## config.mk

```make
export PLATFORM = sky130hd
export DESIGN_NAME = lsu_handshake
export DESIGN_NICKNAME = d
export VERILOG_FILES = /design/src/rtl/lsu_handshake.sv
export SDC_FILE = /design/constraint.sdc
export NUM_CORES = 1
export LEC_CHECK = 0
export ABC_CLOCK_PERIOD_IN_PS = 3300
export CELL_PAD_IN_SITES_DETAIL_PLACEMENT = 1
export CELL_PAD_IN_SITES_GLOBAL_PLACEMENT = 1
export CORE_ASPECT_RATIO = 1.5
export CORE_MARGIN = 2
export CORE_UTILIZATION = 36
export DETAILED_ROUTE_END_ITERATION = 6
export PLACE_DENSITY = 0.95
export SYNTH_ARGS = -nofsm -noshare
export SYNTH_HDL_FRONTEND = slang
export SYNTH_SLANG_ARGS = --single-unit
```

## constraint.sdc

```tcl
create_clock -name clk -period 3.3 [get_ports clk]
set_input_delay 0.66 -clock clk [delete_from_list [all_inputs] [get_ports clk]]
set_output_delay 0.66 -clock clk [all_outputs]
set_load 0.02 [all_outputs]
```

## src/rtl/lsu_handshake.sv

```systemverilog
// lsu_handshake: RISC-V load/store unit over a req/ack memory bus with byte-lane strobes.
// Optional feature macro LSU_MISALIGN_SPLIT_EN: when defined, misaligned accesses that
// straddle a bus word are split into two beats; otherwise they fault with no bus traffic.
module lsu_handshake #(
  parameter int unsigned DWIDTH  = 32,
  parameter int unsigned AWIDTH  = 32,
  parameter int unsigned TIMEOUT = 16
) (
  input  logic                  clk,
  input  logic                  reset,
  input  logic                  start,
  input  logic                  rdEn,
  input  logic                  wrEn,
  input  logic [2:0]            funct3,
  input  logic [AWIDTH-1:0]     addr,
  input  logic [DWIDTH-1:0]     wrData,
  output logic                  busy,
  output logic                  done,
  output logic                  fault,
  output logic [DWIDTH-1:0]     rdData,
  output logic                  memReq,
  output logic                  memWe,
  output logic [AWIDTH-1:0]     memAddr,
  output logic [DWIDTH-1:0]     memWdata,
  output logic [DWIDTH/8-1:0]   memBe,
  input  logic                  memAck,
  input  logic [DWIDTH-1:0]     memRdata
);

  localparam int unsigned NB   = DWIDTH / 8;
  localparam int unsigned OFFW = $clog2(NB);
  localparam int unsigned WW   = (TIMEOUT > 1) ? $clog2(TIMEOUT) : 1;

  typedef enum logic [1:0] {IDLE, ACC0, ACC1, RESP} state_t;

  state_t              state_q, state_d;
  logic                req_q, req_d, we_q, we_d;
  logic                busy_q, busy_d, done_q, done_d, fault_q, fault_d;
  logic [AWIDTH-1:0]   addr_q, addr_d;
  logic [DWIDTH-1:0]   wdata_q, wdata_d, wdhi_q, wdhi_d, beat0_q, beat0_d, rd_q, rd_d;
  logic [NB-1:0]       be_q, be_d, behi_q, behi_d;
  logic [2:0]          f3_q, f3_d;
  logic [OFFW-1:0]     off_q, off_d;
  logic                split_q, split_d;
  logic [WW-1:0]       wait_q, wait_d;

  // request decode
  logic [OFFW-1:0]     off_c;
  logic [3:0]          sz_c;
  logic                mis_c, op_ok_c, legal_c, split_c, tmo_c;
  logic [2*NB-1:0]     mask_base_c, mask_c;
  logic [2*DWIDTH-1:0] wide_c;

  // Shift a (possibly two-beat) read word down to the addressed bytes and extend it.
  function automatic logic [DWIDTH-1:0] load_ext(input logic [2*DWIDTH-1:0] raw,
                                                 input logic [OFFW-1:0] off,
                                                 input logic [2:0] f3);
    logic [2*DWIDTH-1:0] sh;
    logic [DWIDTH-1:0]   keep;
    logic                sbit;
    sh = raw >> {off, 3'b000};
    case (f3[1:0])
      2'b00:   begin keep = DWIDTH'(64'hFF);        sbit = sh[7];  end
      2'b01:   begin keep = DWIDTH'(64'hFFFF);      sbit = sh[15]; end
      2'b10:   begin keep = DWIDTH'(64'hFFFF_FFFF); sbit = sh[31]; end
      default: begin keep = '1;                     sbit = sh[63]; end
    endcase
    sbit = sbit & ~f3[2];
    return (sh[DWIDTH-1:0] & keep) | (sbit ? ~keep : '0);
  endfunction

  // Size, lane offset, legality and split decision for the incoming request.
  always_comb begin
    off_c   = addr[OFFW-1:0];
    sz_c    = 4'd1 << funct3[1:0];
    mis_c   = (off_c & OFFW'(sz_c - 4'd1)) != '0;
    op_ok_c = 1'b0;
    if (rdEn != wrEn) begin
      case (funct3)
        3'b000, 3'b001, 3'b010, 3'b100, 3'b101: op_ok_c = 1'b1;
        3'b011:  op_ok_c = (DWIDTH == 64);
        3'b110:  op_ok_c = rdEn && (DWIDTH == 64);
        default: op_ok_c = 1'b0;
      endcase
    end
`ifdef LSU_MISALIGN_SPLIT_EN
    legal_c = op_ok_c;
    split_c = mis_c && ((5'(off_c) + 5'(sz_c)) > 5'(NB));
`else
    legal_c = op_ok_c && !mis_c;
    split_c = 1'b0;
`endif
    mask_base_c = '0;
    for (int i = 0; i < 2 * NB; i++) mask_base_c[i] = (i < int'(sz_c));
    mask_c = mask_base_c << off_c;
    wide_c = {{DWIDTH{1'b0}}, wrData} << {off_c, 3'b000};
    tmo_c  = (TIMEOUT != 0) && (wait_q == WW'(TIMEOUT - 1));
  end

  // Next-state and registered-output logic.
  always_comb begin
    state_d = state_q;
    req_d   = req_q;
    we_d    = we_q;
    addr_d  = addr_q;
    wdata_d = wdata_q;
    be_d    = be_q;
    wdhi_d  = wdhi_q;
    behi_d  = behi_q;
    beat0_d = beat0_q;
    rd_d    = rd_q;
    f3_d    = f3_q;
    off_d   = off_q;
    split_d = split_q;
    wait_d  = wait_q;
    fault_d = 1'b0;
    case (state_q)
      IDLE: begin
        if (start) begin
          if (!legal_c) begin
            state_d = RESP;
            fault_d = 1'b1;
          end else begin
            state_d = ACC0;
            req_d   = 1'b1;
            we_d    = wrEn;
            addr_d  = {addr[AWIDTH-1:OFFW], OFFW'(0)};
            wdata_d = wide_c[DWIDTH-1:0];
            wdhi_d  = wide_c[2*DWIDTH-1:DWIDTH];
            be_d    = mask_c[NB-1:0];
            behi_d  = mask_c[2*NB-1:NB];
            f3_d    = funct3;
            off_d   = off_c;
            split_d = split_c;
            wait_d  = '0;
          end
        end
      end
      ACC0: begin
        if (memAck) begin
          wait_d = '0;
          if (split_q) begin
            state_d = ACC1;
            addr_d  = addr_q + AWIDTH'(NB);
            wdata_d = wdhi_q;
            be_d    = behi_q;
            beat0_d = memRdata;
          end else begin
            state_d = RESP;
            req_d   = 1'b0;
            if (!we_q) rd_d = load_ext({{DWIDTH{1'b0}}, memRdata}, off_q, f3_q);
          end
        end else if (tmo_c) begin
          state_d = RESP;
          req_d   = 1'b0;
          fault_d = 1'b1;
        end else begin
          wait_d = wait_q + WW'(1);
        end
      end
      ACC1: begin
        if (memAck) begin
          state_d = RESP;
          req_d   = 1'b0;
          if (!we_q) rd_d = load_ext({memRdata, beat0_q}, off_q, f3_q);
        end else if (tmo_c) begin
          state_d = RESP;
          req_d   = 1'b0;
          fault_d = 1'b1;
        end else begin
          wait_d = wait_q + WW'(1);
        end
      end
      default: state_d = IDLE;
    endcase
    busy_d = (state_d != IDLE);
    done_d = (state_d == RESP);
  end

  // State and output registers with synchronous reset.
  always_ff @(posedge clk) begin
    if (reset) begin
      state_q <= IDLE;
      req_q   <= 1'b0;
      we_q    <= 1'b0;
      busy_q  <= 1'b0;
      done_q  <= 1'b0;
      fault_q <= 1'b0;
      addr_q  <= '0;
      wdata_q <= '0;
      be_q    <= '0;
      wdhi_q  <= '0;
      behi_q  <= '0;
      beat0_q <= '0;
      rd_q    <= '0;
      f3_q    <= '0;
      off_q   <= '0;
      split_q <= 1'b0;
      wait_q  <= '0;
    end else begin
      state_q <= state_d;
      req_q   <= req_d;
      we_q    <= we_d;
      busy_q  <= busy_d;
      done_q  <= done_d;
      fault_q <= fault_d;
      addr_q  <= addr_d;
      wdata_q <= wdata_d;
      be_q    <= be_d;
      wdhi_q  <= wdhi_d;
      behi_q  <= behi_d;
      beat0_q <= beat0_d;
      rd_q    <= rd_d;
      f3_q    <= f3_d;
      off_q   <= off_d;
      split_q <= split_d;
      wait_q  <= wait_d;
    end
  end

  assign busy     = busy_q;
  assign done     = done_q;
  assign fault    = fault_q;
  assign rdData   = rd_q;
  assign memReq   = req_q;
  assign memWe    = we_q;
  assign memAddr  = addr_q;
  assign memWdata = wdata_q;
  assign memBe    = be_q;

endmodule
```

==> impl_metrics.py, run 1 <==
metrics = {
    "synthesis": {
        "async_flop_share_pct": 0,
        "synth_area_um2": 5990,
        "synthCells": 708,
        "synth_top_area_cell": "dfxtp_1",
        "synth_top_area_share_pct": 38.1,
        "synth_edf_count": 0,
        "ys_seq_elements": 114,
        "synthTopCellsByArea": "dfxtp_1 (38%), a21oi_1 (6.4%), o21ai_0 (5.8%)",
        "syn_avg_cell_area_um2": 8.46,
        "ys_seq_area_share_pct": 38.1,
        "synth_warnings": 0,
        "yosys.cell_types.count": 59,
        "synthFlopType": "dfxtp_1",
    },
    "drt": {
        "drt-initial-drc-count": 389,
        "num_vias": 6703,
        "wl_per_cell_um": 22.4,
        "route.detailed.drc": 0,
        "vias_per_cell": 6.05,
        "antenna_left": 0,
        "finalWirelength_mm": 24.8,
        "dr.pass1.iters": 5,
    },
    "sta": {
        "setup-tns-final_ns": 0,
        "slew_headroom_pct": 22.6,
        "period_share_pct": 84.8,
        "worst_slew_pin_slew_ns": 1.16,
        "finalHoldViolations": 0,
        "drv_slew": 0,
        "rsz0062_at_grt": "no",
        "period_needed_ns": 2.80,
        "fin_skew_ns": 0.0106,
        "finalSetupViolCount": 0,
        "fmax_mhz": 357,
        "whs_ns": 0.468,
    },
    "layout": {
        "layout.cells.non_filler": 1108,
        "final_common_cell": "clkdlybuf4s50_1",
        "final_cell_mix": "clkdlybuf4s50_1 (206), dfxtp_1 (114), a21oi_1 (76)",
        "final_nets": 998,
        "area_growth_pct": 48.6,
        "stdcell_area_um2": 8900,
        "final_layout_size_suffix_gt1_share_pct": 11.3,
    },
    "floorplan": {
        "die-area_um2": 17700,
        "die_y_um": 162,
        "core_um2": 16300,
        "rows": 57,
        "start_util_pct": 36.8,
        "ioPinCount": 210,
        "dieWidth_um": 109,
    },
    "grt": {
        "grt_first_pass_wirelength_mm": 38.4,
        "first_global_vias": 7034,
        "grt-ovfl-total": 0,
        "antenna_found_initial": 1,
        "grt_max_degree": 64,
        "grt_use_total_pct": 28.0,
    },
    "clocking": {
        "htreeDepth": 4,
        "cts_hold_buf": 0,
        "clk_latency_ns": 0.42,
        "cts_buffers": 17,
        "cts_tree": "done",
        "cts_resized": 0,
        "clkTransAtPathRegs_ns": 0.06,
        "cts.sinks": 114,
        "root_buffer": "clkbuf_16",
        "cts_buffer_depth": 2,
        "post_cts_buffers": 0,
    },
    "placed_design": {
        "portBuffers": 207,
        "gp_congestion": 0.891,
        "placed_area_um2": 8280,
        "dp_hpwl_mm": 17.1,
        "dp.cells": 1075,
    },
    "outcome": {
        "outcome": "complete, no violations",
    },
    "setup_path": {
        "worstPathMaxFanout": 11,
        "critPathSlowestCell": "or4_2",
        "crit_buf_inv": 2,
        "crit_path_start_kind": "primary input",
        "worstPathRequired_ns": 3.64,
        "critPathCaptureType": "register",
        "worst-setup-path-type": "in2reg",
        "max_stage_delay_ns": 0.68,
        "arrival_ns": 3.14,
        "crit_chain": "clkdlybuf4s50_1 -> o31a_1 -> or4_2 -> buf_4 -> or4_1 -> a21oi_1",
        "cp_top_family": "simple AND/OR/NAND/NOR gates",
    },
    "power_and_ir_drop": {
        "powerDensity_nw_per_um2": 604,
        "ir_drop_uv": 301,
        "cellLeakagePower_nw": 3.06,
    },
    "worst_hold_path": {
        "hold_class": "reg2reg",
    },
    "job": {
        "max_cap_viol_count": 0,
    },
}
-- cell usage after synthesis, types with 4 or more instances --
cell type / count
a32o_1: 9
o2111ai_1: 8
a32oi_1: 7
a2bb2oi_1: 7
buf_2: 5
nand2b_1: 13
buf_1: 5
or4_1: 10
inv_1: 8
o21ai_0: 70
or2_2: 11
mux2i_1: 33
o22ai_1: 7
nand3_1: 39
dfxtp_1: 114
nand4_1: 8
a21oi_1: 76
a31oi_1: 9
clkbuf_1: 62
a221oi_1: 7
ha_1: 5
a22o_1: 7
nor3_1: 4
a22oi_1: 7
mux2_2: 24
nand2_1: 36
nor2_1: 28
a211oi_1: 18
o31ai_1: 11
a221o_1: 9
nor2b_1: 9
-- sequential cells by signal (all words and copies together), names as in the netlist --
register,count
busy,1
done,1
f3_q,3
fault,1
memAddr,30
memBe,4
memReq,1
memWdata,32
memWe,1
off_q,2
rdData,32
state_q,2
wait_q,4
-- worst register-to-register path, cell delays in order (launching register included) --
cell and delay (ns):
dfxtp_1 0.33, inv_1 0.09, ha_1 0.27, nand2_1 0.12
or4_2 0.81, buf_4 0.23, or4_1 0.48, a21oi_1 0.18
-- final timing paths --
check | start | endpoint | slack (ns) | cells after the start
max | funct3[0] | memWdata[11]$_SDFFE_PP0P_ | 0.50 | 6
min reg2reg | rdData[17]$_SDFFE_PP0P_ | rdData[17]$_SDFFE_PP0P_ | 0.47 | 1
min | rdData[17]$_SDFFE_PP0P_ | rdData[17]$_SDFFE_PP0P_ | 0.47 | 1
max reg2reg | state_q[0]$_SDFF_PP0_ | memWdata[11]$_SDFFE_PP0P_ | 0.71 | 7
-- cell type report --
| type | count | area (um^2) |
|---|---|---|
| antenna | 1 | 2.50 |
| clock buffer | 18 | 439 |
| clock inverter | 14 | 180 |
| fill | 1862 | 7360 |
| inverter | 8 | 30.0 |
| multi-input combinational | 512 | 3400 |
| sequential | 114 | 2280 |
| tap | 206 | 258 |
| timing repair buffer | 235 | 2300 |
-- layer usage --
metal / track usage, % / up-vias / part of all wire, %
li1: - / 3041 / -
met4: 15.4 / 0 / 4.9
met5: 0 / - / 0
met2: 49.0 / 337 / 52
met1: 30.8 / 3251 / 37
met3: 6.26 / 74 / 6.7
-- per-stage QoR --
step	power, W	worst slack [ns]	utilization, %
floorplan	0.00265	0.938	-
global placement	0.00337	0.264	50.9
detailed placement	0.00343	0.182	50.9
CTS	0.00538	0.527	54.7
global route	0.00561	0.376	54.7
finish	0.00537	0.501	54.7
-- kinds of logic (layout without fill, tap and decap cells) --
logic type / Yosys count / in the layout / synth area share, %
other: 1 / 3 / 0.0626
buffers and inverters: 83 / 275 / 5.56
AOI/OAI and AO/OA: 273 / 273 / 29.8
DFF: 114 / 114 / 38.1
adders and majority gates: 5 / 5 / 1.04
muxes: 57 / 57 / 10.0
and+or+nand+nor: 173 / 173 / 15.1
xor gates and xnor gates: 2 / 2 / 0.293
-- where the power goes --
part / switching (W) / internal [W]
sequential: 0.0000996 / 0.00153
clock: 0.000712 / 0.00122
combinational: 0.00104 / 0.000770
total: 0.00185 / 0.00352
(Power assumes the default switching activity.)
==> run 2, diff against run 1 <==
- ABC_CLOCK_PERIOD_IN_PS: 3300 -> 2750
- CORE_UTILIZATION: 36 -> 33
- PLACE_DENSITY: 0.95 -> 0.93
- clock period: 3.3 -> 2.75 ns (I/O delays scaled with it)
==> run 2 against run 1 <==
Against the previous run:
- global-route usage down 3.5 points
- register-to-register slack got worse by 0.32 ns
- critical path depth is the same
- power grew 20%
- clock skew decreased by 0.0046 ns
- cell area grew 1.3%
- sequential share of layout area shrank 0.33 points
- non-clock buffer count grew 11
- final cell count up 1.9%
- first-iteration DRC count up 47%
- sequential power is 20% higher
==> impl_metrics.py, run 2 (same netlist as run 1, synthesis figures left out) <==
metrics = {
    "clocking": {
        "cts_resized": 0,
        "cts_buffer_depth": 2,
        "post_cts_buffers": 0,
        "cts.sinks": 114,
        "cts_hold_buf": 0,
        "clk_latency_ns": 0.41,
        "cts_tree": "done",
        "clkTransAtPathRegs_ns": 0.05,
        "root_buffer": "clkbuf_16",
        "htreeDepth": 4,
        "cts_buffers": 17,
    },
    "drt": {
        "num_vias": 6656,
        "route.detailed.drc": 0,
        "vias_per_cell": 5.90,
        "finalWirelength_mm": 23.7,
        "drt-initial-drc-count": 572,
        "antenna_left": 0,
        "wl_per_cell_um": 21.0,
        "dr.pass1.iters": 5,
    },
    "setup_path": {
        "worst-setup-path-type": "in2reg",
        "worstPathMaxFanout": 23,
        "critPathCaptureType": "register",
        "crit_buf_inv": 2,
        "cp_top_family": "simple AND/OR/NAND/NOR gates",
        "arrival_ns": 2.78,
        "r2r_start": "state_q[1]$_SDFF_PP0_",
        "rrSetupSlack_ns": 0.39,
        "critPathSlowestCell": "or4_2",
        "crit_chain": "clkdlybuf4s50_1 -> o31a_1 -> or4_2 -> buf_12 -> or4_1 -> a21oi_1",
        "reg2reg_depth": 7,
        "crit_path_start_kind": "primary input",
        "reg2reg_to": "memWdata[8]$_SDFFE_PP0P_",
        "worstPathRequired_ns": 3.08,
        "crit_start": "funct3[0]",
        "max_stage_delay_ns": 0.61,
    },
    "layout": {
        "seq_area_um2": 2280,
        "final_cell_mix": "clkdlybuf4s50_1 (206), dfxtp_1 (114), a21oi_1 (76)",
        "final_layout_size_suffix_gt1_share_pct": 12.2,
        "multi_input_area_um2": 3400,
        "area_growth_pct": 50.5,
        "final_common_cell": "clkdlybuf4s50_1",
        "final_nets": 1009,
        "fillers": 2047,
    },
    "floorplan": {
        "die-area_um2": 19300,
        "core_um2": 17900,
        "dieWidth_um": 114,
        "start_util_pct": 33.5,
        "die_y_um": 169,
        "rows": 60,
        "ioPinCount": 210,
    },
    "power_and_ir_drop": {
        "switching_share_pct": 33.0,
        "pwr-share-seq_pct": 30.5,
        "p_comb_share_pct": 34.0,
        "cellLeakagePower_nw": 3.12,
        "internal-power_w": 0.00430,
        "powerDensity_nw_per_um2": 712,
        "clock_power_share_pct": 35.5,
        "ir_drop_uv": 325,
        "power_switching_w": 0.00212,
    },
    "sta": {
        "finalHoldViolations": 0,
        "fmax_mhz": 407,
        "period_share_pct": 89.2,
        "setup-tns-final_ns": 0,
        "finalSetupViolCount": 0,
        "fin_skew_ns": 0.00600,
        "slew_headroom_pct": 29.0,
        "worst_slew_pin_slew_ns": 1.06,
        "rsz0062_at_grt": "no",
        "drv_slew": 0,
        "layout_setup_ws_ns": 0.296,
        "period_needed_ns": 2.45,
    },
    "worst_hold_path": {
        "hold_start": "rdData[7]$_SDFFE_PP0P_",
        "hold_end": "rdData[7]$_SDFFE_PP0P_",
        "min_path_cells": 2,
        "hold_class": "reg2reg",
    },
    "grt": {
        "antenna_found_initial": 1,
        "grt_use_total_pct": 24.5,
        "grt_first_pass_wirelength_mm": 37.2,
        "first_global_vias": 7050,
        "grt_max_degree": 64,
        "grt-ovfl-total": 0,
    },
    "placed_design": {
        "portBuffers": 207,
        "dp_hpwl_mm": 16.9,
        "post-place-ws_ns": -0.147,
        "gp_congestion": 0.920,
    },
    "outcome": {
        "outcome": "complete, no violations",
    },
    "job": {
        "max_cap_viol_count": 0,
    },
}
==> run 2: worst max path at each step <==
stage               slack (ns)  depth (start not counted)                   endpoint
floorplan                 0.50                          7  memWdata[14]$_SDFFE_PP0P_
global placement          -0.1                          6  memWdata[15]$_SDFFE_PP0P_
detailed placement       -0.15                          6      memBe[1]$_SDFFE_PP0P_
CTS                       0.29                          6      memBe[1]$_SDFFE_PP0P_
global route              0.25                          6  memWdata[13]$_SDFFE_PP0P_
finish                    0.30                          6   memWdata[8]$_SDFFE_PP0P_
==> run 2: worst min-delay path: stages (launching register included) <==
cell,delay (ns)
dfxtp_1,0.31
nand2_1,0.05
a21oi_1,0.05
==> run 2: through the flow <==
step	util [%]	instance area [um^2]	hold slack (ns)	total power [W]	std cells
after floorplan	-	5990	0.456	0.00318	709
after global placement	47.0	8400	0.441	0.00408	1097
after detailed placement	47.0	8400	0.454	0.00415	1097
after CTS	50.4	9010	0.454	0.00646	1128
after global routing	50.5	9020	0.466	0.00673	1129
final	50.5	9020	0.461	0.00642	1129
==> run 2: power by group through the flow <==
| stage | Clock (W) | Combinational [W] | Sequential (W) |
|---|---|---|---|
| after floorplan | 0 | 0.00102 | 0.00216 |
| after global placement | 0 | 0.00210 | 0.00199 |
| after detailed placement | 0 | 0.00216 | 0.00199 |
| after global routing | 0.00241 | 0.00234 | 0.00198 |
| after CTS | 0.00233 | 0.00217 | 0.00196 |
| final | 0.00228 | 0.00218 | 0.00196 |
==> run 2: layout make-up <==
class                      count  area share [%]
clock buffer                  22            5.37
antenna                        1          0.0278
timing repair buffer         246            26.8
multi-input combinational    512            37.8
clock inverter                 9            1.43
tap                          217            3.01
sequential                   114            25.3
inverter                       8           0.333
==> run 2: per-layer routing <==
metal  routed length [um]  track usage [%]  part of all wire [%]
met5                    0                0                     0
met4                 1110             13.0                   4.7
met3                 1540             6.73                   6.5
met2                12300             42.9                    52
met1                 8810             26.4                    37
==> patch 1, RTL diff (config.mk and constraints of run 1) <==
Register the output `fault` once more, with the module's reset; this adds one clock of latency there. The other outputs are not delayed to match.
--- a/src/rtl/lsu_handshake.sv
+++ b/src/rtl/lsu_handshake.sv
@@ -222,3 +222,9 @@
   assign done     = done_q;
-  assign fault    = fault_q;
+  always_ff @(posedge clk) begin
+    if (reset) begin
+      fault <= '0;
+    end else begin
+      fault <= fault_q;
+    end
+  end
   assign rdData   = rd_q;
Function: not settled (the Yosys comparison gave no result); the edit may change what the design does.
==> patch 1 against run 1 <==
Synthesized area is 0.21% lower. Sequential share of layout area is 0.46 points higher. Sequential cell count is 1 higher. Synthesized cell count is 1.1% higher. Wire length is 1.3% higher. Total power is 2.4% higher. Cell area is 0.91% lower. Worst setup slack better by 0.052 ns. Global-route usage hardly changed. Highest routed layer unchanged.
==> patch 1: results (changes against run 1) <==
[run_status]
run_status = complete, no violations

[grt]
grt_util_met1_pct = 29.6  ; -1.1 points
grt_pass1_vias = 7073  ; +0.55%
grtUsageMet3_pct = 5.86  ; -0.40 points
grt_pass1_wl_um = 38200  ; -0.34%
grtUsageTotal_pct = 28.0  ; about the same
grt_use_met2_pct = 48.6  ; -0.40 points
grt_max_degree = 63  ; -1.6%
antenna_found_initial = 0  ; -1

[logic_synthesis]
synthMuxAreaShare_pct = 11.1  ; +1.1 points
synthAdderAreaFrac_pct = 1.05  ; +0.0022 points
synth_seq_area_share_pct = 38.5  ; +0.41 points
synth_compound_area_share_pct = 27.5  ; -2.3 points
synth_cell_types = 61  ; +3.4%
syn_area_per_cell_um2 = 8.35  ; -1.3%
yosys-top-cells-count = 115 x dfxtp_1, 81 x a21oi_1, 72 x o21ai_0, 58 x nand2_1, 56 x clkbuf_1
synth-xor-area-share_pct = 0.293  ; +0.00061 points
synth.area.top_cells = dfxtp_1 39%, a21oi_1 6.8%, o21ai_0 6.0%, mux2i_1 5.9%, mux2_2 4.9%

[setup_path]
crit_start = state_q[0]$_SDFF_PP0_
cp-endpoint = rdData[21]$_SDFFE_PP0P_
crit_path_max_fanout = 25  ; +14
crit_family = adder cells
critPathSlowestCell = ha_1
ff2ff_path_depth = 6  ; -1

[finish]
post-route-util_pct = 54.2  ; -0.50 points
antenna_cells = 0  ; -1
fillers = 1883  ; +1.1%
nets = 1002  ; +0.40%
drive_above_1_share_pct = 9.62  ; -1.7 points

[min_path]
min_path_type = register to register
holdPathEnd = fault$_SDFF_PP0_
worstHoldStart = fault_q$_SDFF_PP0_
worstHoldPathCells = 1  ; unchanged

[drt]
wl_per_cell_um = 22.6  ; +1.1%
dr_wl_met2_um = 12700  ; -0.62%
dr_wl_met3_um = 1660  ; +0.12%
m1WireLength_um = 9090  ; about the same
via_per_inst = 6.05  ; about the same
drtPass1Iterations = 4  ; -1
vias = 6714  ; +0.16%

[power]
p_leak_uw = 0.00296  ; -3.3%
ir_drop_mv = 0.336  ; +12%

[placement]
dp_hpwl_um = 17100  ; +0.23%
postPlaceCellArea_um2 = 8200  ; -0.92%
dp_slack_ns = 0.222  ; +0.0398 ns
gp_congestion = 0.907  ; +1.7%

[timing]
holdWs_ns = 0.441  ; -0.0275 ns
finalClockSkew_ns = 0.00757  ; -0.00299 ns
fin_ws_ns = 0.553  ; +0.0522 ns
slew_headroom_pct = 26.8  ; +4.2 points

[clock_network]
post_cts_buffers = 0  ; unchanged
cts_root_buf = clkbuf_16

-- patch 1: where the power goes --
group | switching, uW | internal, uW | leakage (uW)
Sequential | 122 | 1570 | 0.000933
Clock | 673 | 1290 | 0.000303
Combinational | 1090 | 753 | 0.00173
-- patch 1: layout make-up --
class / count / area, um2 / area share [%]
Timing Repair Buffer: 229 / 2240 / 25.5
Clock inverter: 10 / 156 / 1.77
Inverter: 8 / 30.0 / 0.340
Tap cell: 206 / 258 / 2.92
Multi-Input combinational cell: 521 / 3370 / 38.2
Sequential cell: 115 / 2300 / 26.1
Clock buffer: 21 / 460 / 5.22
-- patch 1: logic make-up (layout without fill, tap and decap cells) --
logic type               Yosys count  count (layout)
AO/OA/AOI/OAI                    259             259
AND/OR/NAND/NOR                  191             191
flip-flops                       115             115
buffers and inverters             81             268
multiplexers                      62              62
adder cells (fa/ha/maj)            5               5
XOR/XNOR                           2               2
other                              1               2
==> patch 2, RTL diff (config.mk and constraints of run 1) <==
Without the edit above. Build with the macro `LSU_MISALIGN_SPLIT_EN` defined.
--- a/src/rtl/lsu_handshake.sv
+++ b/src/rtl/lsu_handshake.sv
@@ -3,2 +3,4 @@
 // straddle a bus word are split into two beats; otherwise they fault with no bus traffic.
+`define LSU_MISALIGN_SPLIT_EN
+
 module lsu_handshake #(
Function: changed (Yosys sat finds a counterexample within 4 cycles, from zero or initial values and one cycle with reset high).
==> patch 2 against run 1 <==
First-iteration DRC count grew 53%. Register-to-register slack lost 0.11 ns. Die area grew 64%. Cell area grew 45%. Synthesized area grew 66%. Via count grew 59%. Sequential cell count grew 61. Critical path depth grew 2. Worst setup slack gained 0.093 ns. Largest cell class unchanged. Total power grew 81%. Wire length grew 59%. Clock skew grew 0.00061 ns. Worst hold slack lost 0.010 ns.
==> patch 2: results (changes against run 1) <==
[run_status]
run_status = complete, no violations

[setup_path]
crit_start = funct3[1]
rr_endpoint = memAddr[28]$_SDFFE_PP0P_
reg2reg_slack_ns = 0.60  ; -0.11 ns
ff2ff_path_depth = 8  ; +1
timing.rr.start = state_q[1]$_SDFF_PP0_
cp-endpoint = split_q$_SDFFE_PP0P_
critPathSlowestCell = clkdlybuf4s50_1
arrival_ns = 3.08  ; -0.06 ns
cp_slowest_stage_delay_ns = 0.67

[timing]
finalClockSkew_ns = 0.0112  ; +0.000610 ns
slew_headroom_pct = 32.1  ; +9.5 points

[finish]
final_cells = 1745  ; +57%
nets = 1506  ; +51%
antenna_cells = 0  ; -1
drive_above_1_share_pct = 10.8  ; -0.56 points
fillers = 3251  ; +75%

[clock_network]
cts_resized = 0  ; unchanged
clock_latency_ns = 0.44  ; +0.02 ns
numCtsBuffers = 17  ; unchanged
clk_pin_slew_worst_paths_ns = 0.07
post_cts_buffers = 0  ; unchanged
htreeDepth = 4  ; unchanged

[logic_synthesis]
yosys-top-cells-count = 203 x nand2_1, 175 x dfxtp_1, 133 x a21oi_1, 82 x nor2_1, 77 x clkbuf_1
synth_seq_area_share_pct = 35.2  ; -2.9 points
synth.area.top_cells = dfxtp_1 35%, nand2_1 7.7%, a21oi_1 6.7%, mux2_2 5.9%, mux4_2 3.8%
syn_inst = 1242  ; +75%
synth_top_flop_cell = dfxtp_1
yosysWarningCount = 0  ; unchanged
synth_cell_types = 68  ; +15%

[grt]
grtUsageTotal_pct = 26.7  ; -1.3 points
grt_pass1_vias = 11214  ; +59%
antenna_found_initial = 0  ; -1
grt_pass1_wl_um = 61800  ; +61%
grt_max_degree = 100  ; +56%

[power]
p_leak_uw = 0.00416  ; +36%
swShare_pct = 42.7  ; +8.2 points
ir_drop_mv = 0.595  ; +98%

[drt]
drt_iter0_markers = 595  ; +53%
drtPass1Iterations = 6  ; +1
dr_wl_met3_um = 1890  ; +14%
drt.antenna.violating_nets = 0  ; unchanged
m1WireLength_um = 14200  ; +56%
highest_layer = met4
routed_wirelength_um = 39400  ; +59%
dr_wl_met2_um = 20700  ; +62%
via_per_inst = 6.12  ; +1.1%

[placement]
dp_hpwl_um = 28800  ; +68%
numPlacedInstances = 1713  ; +59%
gp_congestion = 0.947  ; +6.2%

## patch 2: cell families (layout without fill, tap and decap cells)
group	after synthesis	in the layout	synth area share [%]
flip-flops	175	175	35.2
XOR/XNOR	2	2	0.251
AO/OA/AOI/OAI	364	364	23.8
buffers and inverters	127	287	5.27
multiplexers	95	95	12.3
AND/OR/NAND/NOR	467	467	21.6
adder cells (fa/ha/maj)	11	11	1.46
other	1	2	0.0377
## patch 2: final cells by class
cell class	count	area share [%]
Clock buffer	20	3.61
Tap cell	342	3.31
Multi-Input combinational cell	941	46.1
Timing Repair Buffer	240	18.4
Clock inverter	12	0.978
Sequential cell	175	27.2
Inverter	15	0.436
## patch 2: routing by layer
metal	vias to the layer above	GRT usage, %
met5	-	0
met4	0	16.6
met3	125	4.04
met2	422	49.1
met1	5258	28.2
li1	4873	-
## patch 2: stage by stage
| stage | instance area (um2) | setup slack [ns] | utilization [%] | hold WS (ns) |
|---|---|---|---|---|
| 6_report | 12900 | 0.594 | 47.5 | 0.458 |
| 5_1_grt | 12900 | 0.423 | 47.5 | 0.481 |
| 4_1_cts | 12900 | 0.594 | 47.5 | 0.458 |
| 3_5_place_dp | 12300 | 0.231 | 45.3 | 0.444 |
| 3_3_place_gp | 12300 | 0.337 | 45.3 | 0.439 |
| 2_1_floorplan | 9960 | 0.746 | - | 0.432 |
## patch 2: worst min-delay path by stage
stage	from	end	slack, ns	cells after the start
floorplan	wdhi_q[16]$_SDFFE_PP0P_	wdhi_q[16]$_SDFFE_PP0P_	0.43	2
global placement	wdhi_q[21]$_SDFFE_PP0P_	wdhi_q[21]$_SDFFE_PP0P_	0.44	2
detailed placement	wdhi_q[23]$_SDFFE_PP0P_	wdhi_q[23]$_SDFFE_PP0P_	0.44	2
CTS	wdhi_q[18]$_SDFFE_PP0P_	wdhi_q[18]$_SDFFE_PP0P_	0.46	2
global route	memWdata[16]$_SDFFE_PP0P_	memWdata[16]$_SDFFE_PP0P_	0.48	2
finish	memWdata[26]$_SDFFE_PP0P_	memWdata[26]$_SDFFE_PP0P_	0.46	2
## patch 2: power groups by stage
| stage | Clock, uW | Combinational [uW] | Sequential [uW] |
|---|---|---|---|
| 6_report | 2060 | 4550 | 3100 |
| 3_3_place_gp | 0 | 4390 | 3110 |
| 5_1_grt | 2190 | 4930 | 3150 |
| 3_5_place_dp | 0 | 4530 | 3130 |
| 2_1_floorplan | 0 | 2200 | 3470 |
| 4_1_cts | 2100 | 4560 | 3090 |
## patch 2: critical path: cells and delay by family
kind	cells	cell delay, ns
AOI/OAI and AO/OA	3	0.73
adders and majority gates	1	0.39
xor gates and xnor gates	1	0.15
and+or+nand+nor	2	0.49
buffers and inverters	1	0.67
